$ cat src/rtl/products_8_pkg.sv
// Shared FPU mantissa-multiplier constants.
// The row width sets the default width of every partial-product row.
package products_8_pkg;

  localparam int MANT_ROW_W = 8;

endpackage : products_8_pkg

$ cat src/rtl/products_8_pp_and_row.sv
// One partial-product row: a multiplicand word gated by a single multiplier bit.
// Purely combinational; the caller registers the result.
module pp_and_row #(
  parameter int WIDTH = 8
) (
  input  logic [WIDTH-1:0] i_word,
  input  logic             i_bit,
  output logic [WIDTH-1:0] o_row
);

  genvar gi;
  generate
    for (gi = 0; gi < WIDTH; gi++) begin : g_bit
      assign o_row[gi] = i_word[gi] & i_bit;
    end
  endgenerate

endmodule : pp_and_row

$ cat src/rtl/products_8.sv
// Registered partial-product row generator with a valid qualifier and a zero flag.
// One-cycle latency; data and zero flag hold while no valid input arrives.
module products_8
  import products_8_pkg::*;
#(
  parameter int WIDTH = MANT_ROW_W
) (
  input  logic             clk,
  input  logic             rst_n,
  input  logic             in_valid,
  input  logic [WIDTH-1:0] in1,
  input  logic             in2,
  output logic [WIDTH-1:0] out,
  output logic             out_valid,
  output logic             out_zero
);

  logic [WIDTH-1:0] w_prod;
  logic             w_prod_zero;
  logic [WIDTH-1:0] r_out;
  logic             r_valid;
  logic             r_zero;

  pp_and_row #(
    .WIDTH (WIDTH)
  ) u_row (
    .i_word (in1),
    .i_bit  (in2),
    .o_row  (w_prod)
  );

  assign w_prod_zero = (w_prod == '0);

  // Data only loads on valid so don't-care inputs never reach the output.
  always_ff @(posedge clk) begin
    if (!rst_n) begin
      r_out   <= '0;
      r_valid <= 1'b0;
      r_zero  <= 1'b1;
    end else begin
      r_valid <= in_valid;
      if (in_valid) begin
        r_out  <= w_prod;
        r_zero <= w_prod_zero;
      end
    end
  end

  assign out       = r_out;
  assign out_valid = r_valid;
  assign out_zero  = r_zero;

endmodule : products_8

$ cat config.mk
export PLATFORM = sky130hd
export DESIGN_NAME = products_8
export DESIGN_NICKNAME = d
export VERILOG_FILES = /design/src/rtl/products_8_pkg.sv /design/src/rtl/products_8_pp_and_row.sv /design/src/rtl/products_8.sv
export SDC_FILE = /design/constraint.sdc
export NUM_CORES = 1
export LEC_CHECK = 0
export BUFFER_PORTS_ARGS = -buffer_cell sky130_fd_sc_hd__buf_2
export CAP_MARGIN = 0
export CORE_AREA = 2 2 39 41
export DETAILED_ROUTE_END_ITERATION = 7
export DIE_AREA = 0 0 41 43
export PLACE_DENSITY = 0.61
export SLEW_MARGIN = 20
export SYNTH_ARGS = -nofsm -noshare
export SYNTH_HDL_FRONTEND = slang
export SYNTH_SLANG_ARGS = --single-unit
$ cat constraint.sdc
create_clock -name clk -period 0.8 [get_ports clk]
set_clock_uncertainty 0.1 [all_clocks]
set_input_delay 0.24 -clock clk [delete_from_list [all_inputs] [get_ports clk]]
set_output_delay 0.24 -clock clk [all_outputs]
set_load 0.01 [all_outputs]
==> metrics.md <==
| Metric | Value |
|---|---|
| Run status | complete, but fails checks |
| Violated checks | setup timing |
| Max_slew headroom | 87.1% |
| Layout fillers | 130 |
| Netlist cell types | 14 |
| CTS clk-pin slew, worst paths | approximately 0.07 ns |
| Nets | 84 |
| DP Area | 563 µm² |
| Crit end category | output pin |
| Slowest-stage cell, CP | dfxtp_2 |
| Hold Vio Cnt, Final | 0 |
| Synth Register Bits | 10 |
| Slowest stage delay, CP | roughly 0.35 ns |
| Critical path, cell by cell | buf_6 |
| P&R area growth vs syn | 75.4% |
| Worst Path Max Fanout | 2 |
| Startpoint types | register |
| Ant. Diodes | 0 |
| Commonest non-fill, non-tap cell in the layout | buf_6 |
| Post-Synthesis Cells | 43 |
| Die width | 41 µm |
| RSZ-0062 raised after global routing | true |
| Via-to-Cell Ratio | about 4.5 |
| DP HPWL | 680 µm |
| Worst-Skew Late Latency | 0.26 ns |
| Ports | 22 |
| Maximum root-to-sink buffer count | 2 |
| DRT iter0 DRCs | 5 |
| Crit Path Class | register to output pin |
| GRT Overall Usage | 13.2% |
| Finished Layout Cells | between 80 and 90 |
| First-pass GRT wire length | about 1600 µm |
| Number of antenna violations at the first check in global routing | 0 |
| Setup violations, final | 15 |
| Register area share after synthesis | 48.0% |
| Core ar. | 1380 µm² |
| H-tree depth | 1 |
| CTS sink count | 10 |
| Leakage | between 0.3 and 0.4 nW |
| YS warnings | 0 |
| Syn_nets | 55 |
| Worst path bufs/invs | 1 |
| Largest delay share family, worst path | flip-flops |
| Gr ovfl total | 0 |
| Post-layout util | between 50% and 60% |
| Setup Buffers After CTS | 0 |
| Die Height | 43 µm |
| Die area | ~1800 µm² |
| Synthesized area | 417 µm² |
| ANT nets after route | 0 |
| Fin worst setup slack | -0.250 ns |
| Root buffer cell | clkbuf_4 |
| Drt pass-1 iters | 4 |
| Worst EP arrival | ~0.71 ns |
| Vias | 394 |
| IR drop worst, VDD | about 0.70 mV |
| I/O Buffers | 21 |
| CTS tree | done |
| Critical path depth | 1 |
| Pre-CTS setup slack | -0.294 ns |
| Final max-slew violation count | 0 |
| Reg2Reg Depth | 3 |
| HP Class | input port to register |
| Worst hold margin | around 0.13 ns |
| Row count | 14 |
| Vias in the first global route | 375 |
| Placed cell count | 83 |
| Max-Cap Viols | 0 |
| Fin crit period | approximately 1.0 ns |
| Initial core utilization | 30.1% |
| F_max | between 900 and 1000 MHz |
| Final period util | 131% |
| WHS Path Cells | 3 |
| CTS Buf Count | 3 |
| Post-route DRC | 0 |
| Wire per inst | 10.8 µm |
| Most frequent cells in the layout | 13 x buf_6, 12 x nor2b_1, 10 x dfxtp_2 |
| PD cells | roughly 1600 nW/µm² |
| Placer congestion estimate | ~0.71 |
| Worst-margin pin slew | 0.193 ns |
| Syn_area_per_cell | 9.69 µm² |
| Worst Path Required | 0.46 ns |
| Fraction of layout cells with a size suffix above 1 | about 66% |
| Final wirelength | approximately 940 µm |
| Pin count of the biggest net entering global routing | 11 |
| Final instance area | between 700 and 800 µm² |
worst paths after layout:
path | start | to | slack [ns]
max | out_zero$_SDFFE_PN1P_ | out_zero | -0.25
min | in1[5] | out[5]$_SDFFE_PN0P_ | 0.13
max reg2reg | out[1]$_SDFFE_PN0P_ | out[1]$_SDFFE_PN0P_ | -0.04
min reg2reg | out[4]$_SDFFE_PN0P_ | out[4]$_SDFFE_PN0P_ | 0.39
metal layers:
| layer | wire length (µm) | GRT usage [%] |
|---|---|---|
| met5 | 0 | 0 |
| met3 | 55 | 3.14 |
| met2 | 448 | 17.2 |
| met4 | 21 | 10.0 |
| met1 | 412 | 18.0 |
sequential cells by signal, summed over array words and instances, names as in the netlist:
name	flops
out	8
out_valid	1
out_zero	1
Yosys cell counts:
| cell | number | share of area, % |
|---|---|---|
| nor2b_1 | 14 | 21 |
| dfxtp_1 | 10 | 48 |
| a21oi_1 | 7 | 8.4 |
| a21boi_1 | 2 | 3.6 |
| and2_1 | 1 | 1.5 |
| and2_4 | 1 | 2.1 |
| buf_2 | 1 | 1.2 |
| buf_6 | 1 | 2.7 |
| nand2b_1 | 1 | 1.5 |
| nand3_1 | 1 | 1.2 |
| nor2_1 | 1 | 0.90 |
| nor4_1 | 1 | 1.5 |
| nor4_4 | 1 | 5.1 |
| o21ai_1 | 1 | 1.2 |
timing repair:
item	in CTS	in global routing
hold buffers	0	0
gates cloned	0	0
pin swaps	0	4
endpoints found under the setup margin	13	18
gates resized for setup	19	15
report_power, final:
group / leakage, nW / switching, W / internal [W]
Sequential: 0.0853 / 0.0000130 / 0.000522
Combinational: 0.195 / 0.0000816 / 0.000118
Clock: 0.0210 / 0.000188 / 0.000276
Total: 0.302 / 0.000282 / 0.000917
through the flow:
stage / setup TNS [ns] / total power [W]
after floorplan: -0.623 / 0.000607
after global placement: -1.44 / 0.000690
after detailed placement: -1.46 / 0.000690
after CTS: -2.57 / 0.00118
after global routing: -3.04 / 0.00125
final: -2.50 / 0.00120
area by class of cell:
cell class | instances | area, µm² | share of cell area (%)
Tap cell | 16 | 20.0 | 2.74
Clock buffer | 4 | 36.3 | 4.97
Multi-Input combinational cell | 31 | 238 | 32.5
Timing Repair Buffer | 26 | 224 | 30.7
Sequential cell | 10 | 213 | 29.1
kinds of logic after synthesis:
kind of cell	synth area share, %
DFF	48.0
AOI/OAI and AO/OA	13.2
and+or+nand+nor	34.8
buffers and inverters	3.90
(Power assumes the default switching activity.)
